`src/rtl/gcd_run_ctrl_if.sv`:
```
// Control/status bundle between the APB register file, the run sequencer and the GCD core.
// The sequencer sits on the slave side; the register file and core side is the master.
interface gcd_run_ctrl_if;
    logic        CLK_EN;
    logic        CONSTANT_TIME;
    logic        DEBUG_MODE;
    logic [11:0] OPCODE;
    logic        START_PULSE;
    logic        CORE_DONE;
    logic        CORE_START;
    logic [11:0] CORE_OPCODE;
    logic        CORE_CT;
    logic        CORE_DEBUG;
    logic        START_OUT;
    logic        DONE_PULSE;
    logic [11:0] CYCLE_COUNT;
    logic        TIMEOUT;
    logic        CT_OVERRUN;

    modport master (
        output CLK_EN, CONSTANT_TIME, DEBUG_MODE, OPCODE, START_PULSE, CORE_DONE,
        input  CORE_START, CORE_OPCODE, CORE_CT, CORE_DEBUG, START_OUT, DONE_PULSE,
               CYCLE_COUNT, TIMEOUT, CT_OVERRUN
    );

    modport slave (
        input  CLK_EN, CONSTANT_TIME, DEBUG_MODE, OPCODE, START_PULSE, CORE_DONE,
        output CORE_START, CORE_OPCODE, CORE_CT, CORE_DEBUG, START_OUT, DONE_PULSE,
               CYCLE_COUNT, TIMEOUT, CT_OVERRUN
    );
endinterface

```
`src/rtl/gcd_run_ctrl.sv`:
```
// Run sequencer: latches a start request, launches the GCD core, counts run cycles and
// optionally pads constant-time runs to a fixed length before signalling completion.
module gcd_run_ctrl #(
    parameter logic [11:0] CT_CYCLES      = 12'd1024,
    parameter logic [11:0] TIMEOUT_CYCLES = 12'd4095
) (
    input logic           CLK,
    input logic           RESETn,
    gcd_run_ctrl_if.slave bus
);

    localparam logic [2:0] StIdle   = 3'd0;
    localparam logic [2:0] StLaunch = 3'd1;
    localparam logic [2:0] StRun    = 3'd2;
    localparam logic [2:0] StPad    = 3'd3;
    localparam logic [2:0] StDone   = 3'd4;

    logic [2:0]  state_q, state_d;
    logic [11:0] opcode_q, opcode_d;
    logic [11:0] count_q, count_d;
    logic        ct_q, ct_d;
    logic        debug_q, debug_d;
    logic        timeout_q, timeout_d;
    logic        overrun_q, overrun_d;
    logic [11:0] cnt_next;

    assign cnt_next = count_q + 12'd1;

    always_comb begin
        state_d   = state_q;
        opcode_d  = opcode_q;
        count_d   = count_q;
        ct_d      = ct_q;
        debug_d   = debug_q;
        timeout_d = timeout_q;
        overrun_d = overrun_q;
        case (state_q)
            StIdle: begin
                if (bus.START_PULSE && bus.CLK_EN) begin
                    opcode_d  = bus.OPCODE;
                    ct_d      = bus.CONSTANT_TIME;
                    debug_d   = bus.DEBUG_MODE;
                    count_d   = 12'd0;
                    timeout_d = 1'b0;
                    overrun_d = 1'b0;
                    state_d   = StLaunch;
                end
            end
            StLaunch: state_d = StRun;
            StRun: begin
                // CORE_DONE only counts on enabled cycles; it outranks the timeout check.
                if (bus.CLK_EN) begin
                    count_d = cnt_next;
                    if (bus.CORE_DONE) begin
                        if (!ct_q || (cnt_next >= CT_CYCLES)) begin
                            state_d = StDone;
                            if (ct_q && (cnt_next > CT_CYCLES)) begin
                                overrun_d = 1'b1;
                            end
                        end else begin
                            state_d = StPad;
                        end
                    end else if (cnt_next == TIMEOUT_CYCLES) begin
                        timeout_d = 1'b1;
                        state_d   = StDone;
                    end
                end
            end
            StPad: begin
                if (bus.CLK_EN) begin
                    count_d = cnt_next;
                    if (cnt_next == CT_CYCLES) begin
                        state_d = StDone;
                    end
                end
            end
            StDone:  state_d = StIdle;
            default: state_d = StIdle;
        endcase
    end

    always_ff @(posedge CLK or negedge RESETn) begin
        if (!RESETn) begin
            state_q   <= StIdle;
            opcode_q  <= 12'd0;
            count_q   <= 12'd0;
            ct_q      <= 1'b0;
            debug_q   <= 1'b0;
            timeout_q <= 1'b0;
            overrun_q <= 1'b0;
        end else begin
            state_q   <= state_d;
            opcode_q  <= opcode_d;
            count_q   <= count_d;
            ct_q      <= ct_d;
            debug_q   <= debug_d;
            timeout_q <= timeout_d;
            overrun_q <= overrun_d;
        end
    end

    assign bus.CORE_START  = (state_q == StLaunch);
    assign bus.DONE_PULSE  = (state_q == StDone);
    assign bus.START_OUT   = (state_q != StIdle);
    assign bus.CORE_OPCODE = opcode_q;
    assign bus.CORE_CT     = ct_q;
    assign bus.CORE_DEBUG  = debug_q;
    assign bus.CYCLE_COUNT = count_q;
    assign bus.TIMEOUT     = timeout_q;
    assign bus.CT_OVERRUN  = overrun_q;

endmodule

```
`src/flat_wrapper.sv`:
```
// flat-port wrapper written by rule: the top's interface ports become plain ports
module gcd_run_ctrl_flat 
#(
    parameter logic [11:0] CT_CYCLES      = 12'd1024,
    parameter logic [11:0] TIMEOUT_CYCLES = 12'd4095
)
  (CLK, RESETn, bus_CLK_EN, bus_CONSTANT_TIME, bus_DEBUG_MODE, bus_OPCODE, bus_START_PULSE, bus_CORE_DONE, bus_CORE_START, bus_CORE_OPCODE, bus_CORE_CT, bus_CORE_DEBUG, bus_START_OUT, bus_DONE_PULSE, bus_CYCLE_COUNT, bus_TIMEOUT, bus_CT_OVERRUN);
  gcd_run_ctrl_if bus_i ();
  input logic CLK;
  input logic RESETn;
  input wire logic [$bits(bus_i.CLK_EN)-1:0] bus_CLK_EN;
  input wire logic [$bits(bus_i.CONSTANT_TIME)-1:0] bus_CONSTANT_TIME;
  input wire logic [$bits(bus_i.DEBUG_MODE)-1:0] bus_DEBUG_MODE;
  input wire logic [$bits(bus_i.OPCODE)-1:0] bus_OPCODE;
  input wire logic [$bits(bus_i.START_PULSE)-1:0] bus_START_PULSE;
  input wire logic [$bits(bus_i.CORE_DONE)-1:0] bus_CORE_DONE;
  output wire logic [$bits(bus_i.CORE_START)-1:0] bus_CORE_START;
  output wire logic [$bits(bus_i.CORE_OPCODE)-1:0] bus_CORE_OPCODE;
  output wire logic [$bits(bus_i.CORE_CT)-1:0] bus_CORE_CT;
  output wire logic [$bits(bus_i.CORE_DEBUG)-1:0] bus_CORE_DEBUG;
  output wire logic [$bits(bus_i.START_OUT)-1:0] bus_START_OUT;
  output wire logic [$bits(bus_i.DONE_PULSE)-1:0] bus_DONE_PULSE;
  output wire logic [$bits(bus_i.CYCLE_COUNT)-1:0] bus_CYCLE_COUNT;
  output wire logic [$bits(bus_i.TIMEOUT)-1:0] bus_TIMEOUT;
  output wire logic [$bits(bus_i.CT_OVERRUN)-1:0] bus_CT_OVERRUN;
  assign bus_i.CLK_EN = bus_CLK_EN;
  assign bus_i.CONSTANT_TIME = bus_CONSTANT_TIME;
  assign bus_i.DEBUG_MODE = bus_DEBUG_MODE;
  assign bus_i.OPCODE = bus_OPCODE;
  assign bus_i.START_PULSE = bus_START_PULSE;
  assign bus_i.CORE_DONE = bus_CORE_DONE;
  assign bus_CORE_START = bus_i.CORE_START;
  assign bus_CORE_OPCODE = bus_i.CORE_OPCODE;
  assign bus_CORE_CT = bus_i.CORE_CT;
  assign bus_CORE_DEBUG = bus_i.CORE_DEBUG;
  assign bus_START_OUT = bus_i.START_OUT;
  assign bus_DONE_PULSE = bus_i.DONE_PULSE;
  assign bus_CYCLE_COUNT = bus_i.CYCLE_COUNT;
  assign bus_TIMEOUT = bus_i.TIMEOUT;
  assign bus_CT_OVERRUN = bus_i.CT_OVERRUN;
  gcd_run_ctrl #(.CT_CYCLES(CT_CYCLES), .TIMEOUT_CYCLES(TIMEOUT_CYCLES)) u_core (.CLK(CLK), .RESETn(RESETn), .bus(bus_i));
endmodule
```
`config.mk`:
```
export PLATFORM = sky130hd
export DESIGN_NAME = gcd_run_ctrl_flat
export DESIGN_NICKNAME = d
export VERILOG_FILES = /design/src/rtl/gcd_run_ctrl_if.sv /design/src/rtl/gcd_run_ctrl.sv /design/src/flat_wrapper.sv
export SDC_FILE = /design/constraint.sdc
export NUM_CORES = 1
export LEC_CHECK = 0
export CORE_MARGIN = 4
export CORE_UTILIZATION = 52
export DETAILED_ROUTE_END_ITERATION = 12
export PLACE_DENSITY_LB_ADDON = 0.05
export RECOVER_POWER = 25
export SETUP_SLACK_MARGIN = 0.1
export SKIP_LAST_GASP = 1
export SLEW_MARGIN = 20
export SYNTH_ARGS = -nofsm -noshare
export SYNTH_HDL_FRONTEND = slang
export SYNTH_SLANG_ARGS = --single-unit
```
`constraint.sdc`:
```
create_clock -name CLK -period 3.65 [get_ports CLK]
set_clock_uncertainty 0.05 [all_clocks]
set_input_delay 0.365 -clock CLK [delete_from_list [all_inputs] [get_ports CLK]]
set_output_delay 0.365 -clock CLK [all_outputs]
set_load 0.01 [all_outputs]
```
* Yosys cells after proc, flatten, opt, wreduce, memory -nomap -nowiden *
Cells that the tools add are included.

storage, ports and cells
  word-level logic and storage cells = 62
  bits in registers = 31
  output and inout port bits = 31
  input bits = 19

operators by class
  equality and inequality tests = 17
  $lt $le $gt $ge = 2
  multiplexer cells = 21
  reductions and logical operators = 14
  $add $sub $neg = 1

operators by type and width
  kind                   count
  $mux 12                2
  $pmux 12 s2            1
  $mux 3                 7
  $add 12x1->12 const B  1
  $eq 12x11->1 const B   1
  $eq 12x12->1 const B   1
  $ge 12x11->1 const B   1
  $gt 12x11->1 const B   1
  $ne 2x1->1 const B     6
  $pmux 3 s4             1
  $reduce_and 5->1       2
  $mux 1                 8
  $ne 2x2->1 const B     4
  $eq 3x2->1 const B     2
  $reduce_and 6->1       1
  $pmux 1 s2             2
  $reduce_bool 2->1      2
  $eq 3x1->1 const B     1
  $eq 3x3->1 const B     1
  $logic_not 3->1        1
  $ne 3x2->1 const B     1
  $reduce_and 3->1       1
  $reduce_bool 3->1      1
  $logic_and 1x1->1      2
  4 further kinds        4

* Logic depth before layout (Yosys ltp) *
Gate-level depths: netlist of the first run.

  depth in word-level cells = 8
  depth in mapped cells = 9
  depth with buffers taken out = 7

* Worst setup path after synthesis of the first run *
No wires, ideal clock.

  path type = register -> register
  start point = register u_core.count_q[1] (netlist: u_core.bus.CYCLE_COUNT[1])
  end point = register u_core.state_q[1]
  setup time = 0.131 ns
  stages on the path, launching flop included = 10
  period minus slack after synthesis = 2.312 ns
  data arrival time = 2.131 ns
  path slack = 1.338 ns
  path buffers = 2
  required time = 3.469 ns
  cells stage by stage = dfrtp_1 ha_1 buf_2 and2_1 buf_6 and4_4 or3_1 a21oi_2 a41oi_1 or3_1

on the way
  cells in the longest elaborated chain, start to end = 7
  elaborated cells on any way between the ends = 12
  classes of those cells = 1 x add/sub; 1 x order compare; 4 x eq/ne; 4 x mux; 2 x reduce/logical

ends and longest elaborated chain
  element                 RTL line            text
  from (decl)             gcd_run_ctrl.sv:20  logic [11:0] count_q, count_d;
  from (signal assigned)  gcd_run_ctrl.sv:94  count_q <= count_d;
  $add 12x1->12 (*)       gcd_run_ctrl.sv:27  assign cnt_next = count_q + 12'd1;
  $ge 12x11->1            gcd_run_ctrl.sv:55  if (!ct_q || (cnt_next >= CT_CYCLES)) begin
  $logic_or 1x1->1        gcd_run_ctrl.sv:55
  $mux 3                  gcd_run_ctrl.sv:55
  $mux 3                  gcd_run_ctrl.sv:54  if (bus.CORE_DONE) begin
  $mux 3                  gcd_run_ctrl.sv:52  if (bus.CLK_EN) begin
  $pmux 3 s4              gcd_run_ctrl.sv:37  case (state_q)
  to (signal assigned)    gcd_run_ctrl.sv:84  state_q <= StIdle;
  to (signal assigned)    gcd_run_ctrl.sv:92  state_q <= state_d;
  to (decl)               gcd_run_ctrl.sv:18  logic [2:0] state_q, state_d;

Every way passes the cells marked *; elsewhere a longest branch is shown, timed or not. The select of a mux whose other input is x is not followed.
A chain may end at the register's enable or synchronous reset.

* Worst setup path in the final report of the first run *
  start point = register u_core.count_q[0] (netlist: u_core.bus.CYCLE_COUNT[0])
  end point = register u_core.state_q[1]

Same word-level chain as after synthesis.

==> results of run 1 <==
flip-flops by register name (all words and copies together) (netlist names):
name and cells:
u_core.bus.CORE_DEBUG 1, u_core.bus.TIMEOUT 1, u_core.bus.CORE_OPCODE 12, u_core.state_q 3
u_core.bus.CORE_CT 1, u_core.bus.CYCLE_COUNT 12, u_core.bus.CT_OVERRUN 1
cells in the final DEF, fill, tap and decap left out, drive strengths merged, types with 2 or more instances in the layout:
cell / Yosys / final
nor2b: 2 / 2
xnor2: 3 / 3
nand4b: 2 / 2
ha: 2 / 2
inv: 6 / 6
o21ai: 21 / 21
nand2: 17 / 17
nor3b: 3 / 3
nand3: 6 / 6
o31ai: 2 / 2
mux2: 14 / 14
nor3: 5 / 5
dfrtp: 31 / 31
and2: 3 / 3
a21oi: 6 / 6
o22ai: 2 / 2
and3: 7 / 7
nor4: 3 / 3
and4: 3 / 3
clkbuf: 4 / 8
a31oi: 7 / 7
nand4: 4 / 4
a41oi: 2 / 2
or3: 4 / 4
nor2: 9 / 9
clkdlybuf4s50: 0 / 48
stage by stage:
step | cell area [um2] | hold WS [ns] | utilization (%) | power [uW]
final | 2320 | 0.455 | 69.0 | 1400
after global routing | 2320 | 0.490 | 69.0 | 1510
after CTS | 2330 | 0.358 | 69.2 | 1410
after detailed placement | 2280 | 0.428 | 67.7 | 1210
after global placement | 2280 | 0.417 | 67.7 | 1180
after floorplan | 1820 | 0.0194 | - | 904
path summary, 6_finish.rpt:
check | from | end | depth (start not counted)
max | u_core.bus.CYCLE_COUNT[0] | u_core.state_q[1] | 7
min | u_core.bus.CORE_OPCODE[8] | u_core.bus.CORE_OPCODE[8] | 1
max reg2reg | u_core.bus.CYCLE_COUNT[0] | u_core.state_q[1] | 7
min reg2reg | u_core.bus.CORE_OPCODE[8] | u_core.bus.CORE_OPCODE[8] | 1
max in group asynchronous | RESETn | u_core.bus.CORE_OPCODE[2] | 2
min in group asynchronous | RESETn | u_core.bus.CYCLE_COUNT[9] | 2
logic make-up after synthesis:
group           share of synthesized area (%)
simple gates                             22.1
compound gates                           16.2
flops                                    42.6
buf+inv                                  7.08
mux                                      8.67
xor+xnor                                 1.93
fa+ha+maj                                1.38
area by class of cell:
cell class              count  area share [%]
clock buffers               7            1.94
clock inverters             1           0.216
inverters                   6           0.970
multi-input cells         139            39.4
flip-flops and latches     31            33.4
well taps                  46            2.48
repair buffers             51            21.6
synthesized netlist by cell type, types with 2 or more instances:
library cell  number  area (um2)
a21oi_1            5        25.0
a31oi_1            7        43.8
a41oi_1            2        17.5
and2_1             3        18.8
and3_1             6        37.5
buf_2              7        35.0
buf_6              4        45.0
clkbuf_1           4        15.0
dfrtp_1           31         776
ha_1               2        25.0
inv_1              6        22.5
mux2_1             2        22.5
mux2_2            12         135
nand2_1           17        63.8
nand3_1            6        30.0
nand4_1            4        25.0
nand4b_1           2        17.5
nor2_1             8        30.0
nor2b_1            2        12.5
nor3_1             5        25.0
nor3b_1            3        22.5
nor4_1             3        18.8
o21ai_0           20         100
o22ai_1            2        12.5
o31ai_1            2        15.0
or3_1              4        25.0
xnor2_1            3        26.3
power by group:
group          switching (uW)  internal (uW)  total (uW)
combinational             288            351         639
clock                     120           74.9         195
sequential                107            454         561
metal layers:
layer  routed length [um]  GRT usage, %  up-vias
met3                  359          7.49       12
li1                     -             -      785
met1                 1830          27.9      775
met4                   72          8.86        0
met5                    0             0        -
met2                 2110          33.5       59
critical path, stage by stage, from the launching register on:
cell and delay (ns):
dfrtp_1 0.52, ha_1 0.37, and2_1 0.32, nand4b_1 0.12, and3_1 0.18, nor4_1 0.42, nor2b_1 0.10, or3_1 0.38
==> out/qor.yml, run 1 <==
fin_setup_tns_ns: 0
fmax_mhz: 388
synthToLayoutAreaGrowth_pct: 27.6
regArea_um2: 776
r2r_slack_ns: 1.07
nets: 255
overflow: 0
ios: 50
fp.dieW_um: 67.2
critPathLaunchType: "flip-flop"
leakagePower_uw: 0.000920
syn-cell-area_um2: 1820
required_ns: 3.83
nFillCells: 279
postCtsSetupBuffers: 0
place_hpwl_um: 3060
crit_type: "reg2reg"
relSlewSlack_pct: -11.9
peakVddDrop_mv: 0.394
antenna_cells: 0
post-place-ws_ns: 1.11
h-tree-depth: 2
clk_pin_slew_ns: 0.10
cp-end-kind: "flip-flop"
final_cells: 281
cts_root_buffer: "clkbuf_4"
dp_cells: 273
failed_checks: "max-capacitance violations, max-slew violations"
grt_pass1_vias: 1545
start_util_pct: 54.1
ys_dominant_reg_cell: "dfrtp_1"
rsz0062_at_grt: "false"
ys_ff_latch: 31
power.density_nw_per_um2: 601
dr.first_iter.drc_count: 122
worstMarginPinSlew_ns: 1.68
clockBufferDepth: 2
drv_cap: 1
synth_nets: 214
insertion_delay_ns: 0.34
drv_slew: 32
grt_pass1_wl_um: 7310
antenna_found_initial: 0
gp_congestion: 0.947
cts_made_buffers: 5
synth-async-reset-ratio_pct: 100
dieArea_um2: 4510
clock-sinks: 31
core_um2: 3360
synth-edff-count: 0
via_per_inst: 5.80
syn_inst: 193
critPathMaxFanout: 11
hold_viol: 0
drive_gt1_share_pct: 10.2
dieHeight_um: 67.2
yosys_warnings: 0
vias: 1631
port_buffers: 49
arrival_ns: 2.75
drt-pass1-iter-count: 4
yosys.cell_types.count: 48
layout_setup_ws_ns: 1.07
drc: 0
syn_avg_cell_area_um2: 9.43
hold_class: "reg2reg"
yosysSeqAreaShare_pct: 42.6
fin_crit_ns: 2.58
wl_per_cell_um: 15.5
grtUsageTotal_pct: 21.7
fin_crit_sh_pct: 70.6
multi_input_area_um2: 915
setup_viol: 0
cts.repair.resized: 0
ant_nets: 0
run_status: "finished with violations"
grt_max_degree: 32
cts_tree: "built"
hold_buffers: 0
routed_wl_um: 4370
rows: 21
Note: power is estimated with default switching activity, not from simulation.
==> inputs of run 2 (changes only) <==
CORE_UTILIZATION = 48   (was 52)
clock period = 2.55 ns   (was 3.65 ns; I/O delays follow)
==> run 2 against run 1 <==
Flip-flop and latch count is the same. Final area grew 4.8%. Die area grew 7.3%. Largest cell class unchanged. The flow still finishes with violations (max-capacitance violations, max-slew violations). Hold slack lost 0.022 ns. Fmax grew 14%. Sequential power grew 38%. Setup slack lost 0.78 ns.
==> out/qor.yml, run 2 (synthesis gave the netlist of run 1 again) <==
final_design_area_no_fill_um2: 2430  # was 2320 um2
leakagePower_uw: 0.000966  # was 0.000920 uW
drc: 0  # unchanged
rsz0062_at_grt: "false"  # unchanged
drt-pass1-iter-count: 4  # unchanged
cpMaxStageDelayCell: "dfrtp_1"  # unchanged
worstMarginPinSlew_ns: 1.65  # was 1.68 ns
mostFrequentLayoutCells: "clkdlybuf4s50_1, dfrtp_1, o21ai_0, nand2_1, mux2_2"  # unchanged
layout_commonest_cell: "clkdlybuf4s50_1"  # unchanged
fin_crit_sh_pct: 88.6  # was 70.6%
place_hpwl_um: 3030  # was 3060 um
via_per_inst: 5.70  # was 5.80
slowest_delay_ns: 0.38  # was 0.52 ns
dieArea_um2: 4840  # was 4510 um2
use_met3_pct: 5.36  # was 7.49%
critPathLaunchType: "flip-flop"  # unchanged
antenna_found_initial: 0  # unchanged
drive_gt1_share_pct: 12.7  # was 10.2%
critPathBufInv: 0  # unchanged
clk_pin_slew_ns: 0.07  # was 0.10 ns
drv_cap: 1  # unchanged
path_cells: "ha_1, and2_2, and4_4, or3_1, a21oi_2, a41oi_1, or3_1"  # was ha_1, and2_1, nand4b_1, and3_1, nor4_1, nor2b_1, or3_1
failed_checks: "max-capacitance violations, max-slew violations"  # unchanged
fmax_mhz: 442  # was 388 MHz
clockBufferDepth: 2  # unchanged
port_buffers: 49  # unchanged
rows: 22  # was 21
core_um2: 3660  # was 3360 um2
post-place-ws_ns: 0.248  # was 1.11 ns
cp_top_family: "simple AND/OR/NAND/NOR gates"  # unchanged
gp_congestion: 0.887  # was 0.947
critical_path.most_common_cell: "or3_1"
overflow: 0  # unchanged
dr.first_iter.drc_count: 153  # was 122
routed_wl_um: 4240  # was 4370 um
hold_class: "reg2reg"  # unchanged
grtUsageTotal_pct: 18.7  # was 21.7%
ios: 50  # unchanged
crit_type: "reg2reg"  # unchanged
clock-sinks: 31  # unchanged
setup_viol: 0  # unchanged
peakVddDrop_mv: 0.618  # was 0.394 mV
vias: 1625  # was 1631
cts_made_buffers: 5  # unchanged
grt_max_degree: 32  # unchanged
layout_setup_ws_ns: 0.290  # was 1.07 ns
synthToLayoutAreaGrowth_pct: 33.8  # was 27.6%
antenna_cells: 0  # unchanged
fin_setup_tns_ns: 0  # unchanged
arrival_ns: 2.37  # was 2.75 ns
fin_crit_ns: 2.26  # was 2.58 ns
ant_nets: 0  # unchanged
hold_buffers: 0  # unchanged
grt_pass1_vias: 1589  # was 1545
grt.busiest_layer: "met2"  # unchanged
grt_use_met2_pct: 31.0  # was 33.5%
hold_viol: 0  # unchanged
insertion_delay_ns: 0.28  # was 0.34 ns
fp.dieW_um: 69.6  # was 67.2 um
nets: 257  # was 255
critPathMaxFanout: 8  # was 11
h-tree-depth: 2  # unchanged
drv_slew: 32  # unchanged
dpl_cell_area_um2: 2290  # was 2280 um2
start_util_pct: 49.7  # was 54.1%
wl_per_cell_um: 14.9  # was 15.5 um
power.density_nw_per_um2: 952  # was 601 nW/um2
required_ns: 2.66  # was 3.83 ns
dieHeight_um: 69.6  # was 67.2 um
cts_tree: "built"  # unchanged
relSlewSlack_pct: -9.79  # was -11.9%
cts_root_buffer: "clkbuf_8"  # was clkbuf_4
gr-usage-met1_pct: 22.6  # was 27.9%
grt_pass1_wl_um: 7300  # was 7310 um
p_total_uw: 2320  # was 1400 uW
cp-end-kind: "flip-flop"  # unchanged
r2r_slack_ns: 0.29  # was 1.07 ns
run_status: "finished with violations"  # unchanged
run 2: cell types whose count changed in the layout (fill, tap and decap cells not counted), sizes merged:
cell      change
clkinvlp      +1
clkbuf        -2
clkinv        -1
bufinv        +2
buf           +2
run 2: worst paths after layout:
check	from	endpoint	depth (start not counted)
worst max-delay path	u_core.bus.CYCLE_COUNT[0]	u_core.state_q[1]	7
worst min-delay path	u_core.bus.CORE_OPCODE[8]	u_core.bus.CORE_OPCODE[8]	1
worst max register to register	u_core.bus.CYCLE_COUNT[0]	u_core.state_q[1]	7
worst min register to register	u_core.bus.CORE_OPCODE[8]	u_core.bus.CORE_OPCODE[8]	1
max in group asynchronous	RESETn	u_core.bus.CORE_OPCODE[11]	2
min in group asynchronous	RESETn	u_core.state_q[0]	2
run 2: metal layers:
metal	up-vias	wire, um
met1	774	1800
met3	7	291
li1	791	-
met4	0	70
met5	-	0
met2	53	2070
run 2: worst register-to-register path: stages, from the launching register on:
cell and delay [ns]:
dfrtp_1 0.38, ha_1 0.29, and2_2 0.26, and4_4 0.20, or3_1 0.32, a21oi_2 0.19, a41oi_1 0.14, or3_1 0.32
run 2: cell type report:
class / instances / area, um2
clock inverters: 3 / 67.6
inverters: 6 / 22.5
well taps: 48 / 60.1
repair buffers: 53 / 517
fillers: 313 / 1230
multi-input cells: 139 / 922
clock buffers: 5 / 68.8
flip-flops and latches: 31 / 776
run 2: timing repair:
action	CTS	global route
gates resized for setup	0	2
endpoints found under the setup margin	0	1
buffers inserted	0	0
run 2: power by group:
| part | total (uW) | switching [uW] | internal, uW | leakage, uW |
|---|---|---|---|---|
| sequential | 775 | 124 | 651 | 0.000398 |
| clock | 581 | 191 | 390 | 0.0000644 |
| combinational | 962 | 442 | 520 | 0.000504 |
| total | 2320 | 757 | 1560 | 0.000966 |
run 2: stage by stage:
stage | hold WS (ns) | instances | util, %
floorplan | -0.0906 | 193 | -
global route | 0.476 | 285 | 66.5
global placement | 0.417 | 277 | 62.6
detailed placement | 0.427 | 277 | 62.6
CTS | 0.313 | 285 | 66.4
finish | 0.433 | 285 | 66.5
==> inputs of run 3 (changes only) <==
CORE_MARGIN = not set   (was 4)
==> run 3 against run 2 <==
The run still ends with max-capacitance violations, max-slew violations left. Core utilization down 1.3 points. Fmax down 2.2%. Die area down 17%. Final area down 2.0%. Via count up 0.74%. Largest cell class unchanged. Critical path type unchanged. Non-clock buffer count up 2.
==> out/qor.yml, run 3 (synthesis gave the netlist of run 1 again) <==
drt-pass1-iter-count: 4  # unchanged
core_um2: 3660  # unchanged
cts_root_buffer: "clkbuf_8"  # unchanged
critPathMaxFanout: 8  # unchanged
hold_buffers: 0  # unchanged
r2r_slack_ns: 0.24  # was 0.29 ns
insertion_delay_ns: 0.28  # about the same
drv_cap: 1  # unchanged
layout_commonest_cell: "clkdlybuf4s50_1"  # unchanged
place_hpwl_um: 2840  # was 3030 um
critPathLaunchType: "flip-flop"  # unchanged
min_from: "u_core.bus.CORE_OPCODE[2]"  # was u_core.bus.CORE_OPCODE[8]
power.density_nw_per_um2: 888  # was 952 nW/um2
cpMaxStageDelayCell: "nor4_1"  # was dfrtp_1
gr-usage-met1_pct: 28.4  # was 22.6%
run_status: "finished with violations"  # unchanged
overflow: 0  # unchanged
required_ns: 2.66  # about the same
worstMarginPinSlew_ns: 1.69  # was 1.65 ns
mostFrequentLayoutCells: "clkdlybuf4s50_1, dfrtp_1, o21ai_0, nand2_1, mux2_2"  # unchanged
via_per_inst: 5.70  # about the same
grtUsageTotal_pct: 21.8  # was 18.7%
ant_nets: 0  # unchanged
clockBufferDepth: 2  # unchanged
setup_viol: 0  # unchanged
clock-sinks: 31  # unchanged
drive_gt1_share_pct: 11.7  # was 12.7%
antenna_found_initial: 0  # unchanged
routed_wl_um: 4110  # was 4240 um
gp_congestion: 0.901  # was 0.887
dr.first_iter.drc_count: 124  # was 153
cts_tree: "built"  # unchanged
dieArea_um2: 4040  # was 4840 um2
vias: 1637  # was 1625
dpl_cell_area_um2: 2310  # was 2290 um2
grt.busiest_layer: "met2"  # unchanged
clk_pin_slew_ns: 0.07  # about the same
fin_crit_ns: 2.31  # was 2.26 ns
h-tree-depth: 2  # unchanged
nFillCells: 306  # was 313
grt_pass1_vias: 1506  # was 1589
grt_max_degree: 32  # unchanged
whs_endpoint: "u_core.bus.CORE_OPCODE[2]"  # was u_core.bus.CORE_OPCODE[8]
leakagePower_uw: 0.000952  # was 0.000966 uW
use_met3_pct: 5.43  # was 5.36%
drv_slew: 32  # unchanged
rsz0062_at_grt: "false"  # unchanged
wl_per_cell_um: 14.3  # was 14.9 um
antenna_cells: 0  # unchanged
synthToLayoutAreaGrowth_pct: 31.2  # was 33.8%
multi_input_area_um2: 915  # was 922 um2
whs_path_depth: 1  # unchanged
fin_crit_sh_pct: 90.6  # was 88.6%
nets: 259  # was 257
start_util_pct: 49.7  # unchanged
grt_use_met2_pct: 35.4  # was 31.0%
hold_class: "reg2reg"  # unchanged
rows: 22  # unchanged
crit_type: "reg2reg"  # unchanged
cts.repair.resized: 0  # unchanged
postCtsSetupBuffers: 0  # unchanged
ios: 50  # unchanged
cp-end-kind: "flip-flop"  # unchanged
relSlewSlack_pct: -12.6  # was -9.79%
final_design_area_no_fill_um2: 2390  # was 2430 um2
grt_pass1_wl_um: 6920  # was 7300 um
hold_viol: 0  # unchanged
port_buffers: 49  # unchanged
slowest_delay_ns: 0.42  # was 0.38 ns
fin_setup_tns_ns: 0  # unchanged
fmax_mhz: 433  # was 442 MHz
r2r-end: "u_core.state_q[1]"  # unchanged
peakVddDrop_mv: 0.537  # was 0.618 mV
dieHeight_um: 63.6  # was 69.6 um
fp.dieW_um: 63.6  # was 69.6 um
cts_made_buffers: 5  # unchanged
arrival_ns: 2.42  # was 2.37 ns
regArea_um2: 776  # unchanged
hold-worst-slack_ns: 0.456  # was 0.433 ns
r2r_cells: 7  # unchanged
r2r_start: "u_core.bus.CYCLE_COUNT[1]"  # was u_core.bus.CYCLE_COUNT[0]
failed_checks: "max-capacitance violations, max-slew violations"  # unchanged
drc: 0  # unchanged
path_cells: "ha_1, and2_1, nand4b_1, and3_1, nor4_1, nor2b_1, or3_1"  # was ha_1, and2_2, and4_4, or3_1, a21oi_2, a41oi_1, or3_1
-- run 3: layer usage --
layer	up-vias	part of all wire, %
li1	797	-
met2	62	48
met1	774	44
met5	-	0
met4	0	0.88
met3	4	6.9
-- run 3: per-stage QoR --
step	worst slack, ns	total power, uW	util [%]	instances
finish	0.239	2120	65.2	287
CTS	0.236	2140	65.3	287
detailed placement	0.247	1760	63.1	279
floorplan	0.238	1290	-	193
global route	0.144	2260	65.2	287
global placement	0.307	1740	63.1	279
-- run 3: cell type report --
| cell class | instances | area share [%] |
|---|---|---|
| clock inverter | 1 | 0.210 |
| tap | 48 | 2.52 |
| sequential | 31 | 32.5 |
| multi-input combinational | 139 | 38.3 |
| inverter | 6 | 0.944 |
| clock buffer | 7 | 3.20 |
| timing repair buffer | 55 | 22.3 |
-- run 3: worst max path at each step --
stage / depth (start not counted) / startpoint / to
after floorplan: 9 / u_core.bus.CYCLE_COUNT[1] / u_core.state_q[1]
after global placement: 7 / u_core.bus.CYCLE_COUNT[0] / u_core.state_q[1]
after detailed placement: 7 / u_core.bus.CYCLE_COUNT[1] / u_core.state_q[1]
after CTS: 7 / u_core.bus.CYCLE_COUNT[1] / u_core.state_q[1]
after global routing: 7 / u_core.bus.CYCLE_COUNT[1] / u_core.state_q[1]
final: 7 / u_core.bus.CYCLE_COUNT[1] / u_core.state_q[1]
-- run 3: power breakdown --
part | internal [uW] | total, uW | switching, uW | leakage (uW)
clock | 191 | 369 | 178 | 0.0000422
combinational | 535 | 976 | 441 | 0.000513
sequential | 652 | 774 | 123 | 0.000398
-- run 3: worst max-delay path, delay by kind of cell (launching register included) --
kind                     cells  cell delay, ns
flip-flops                   1            0.35
adder cells (fa/ha/maj)      1            0.29
AND/OR/NAND/NOR              6            1.51
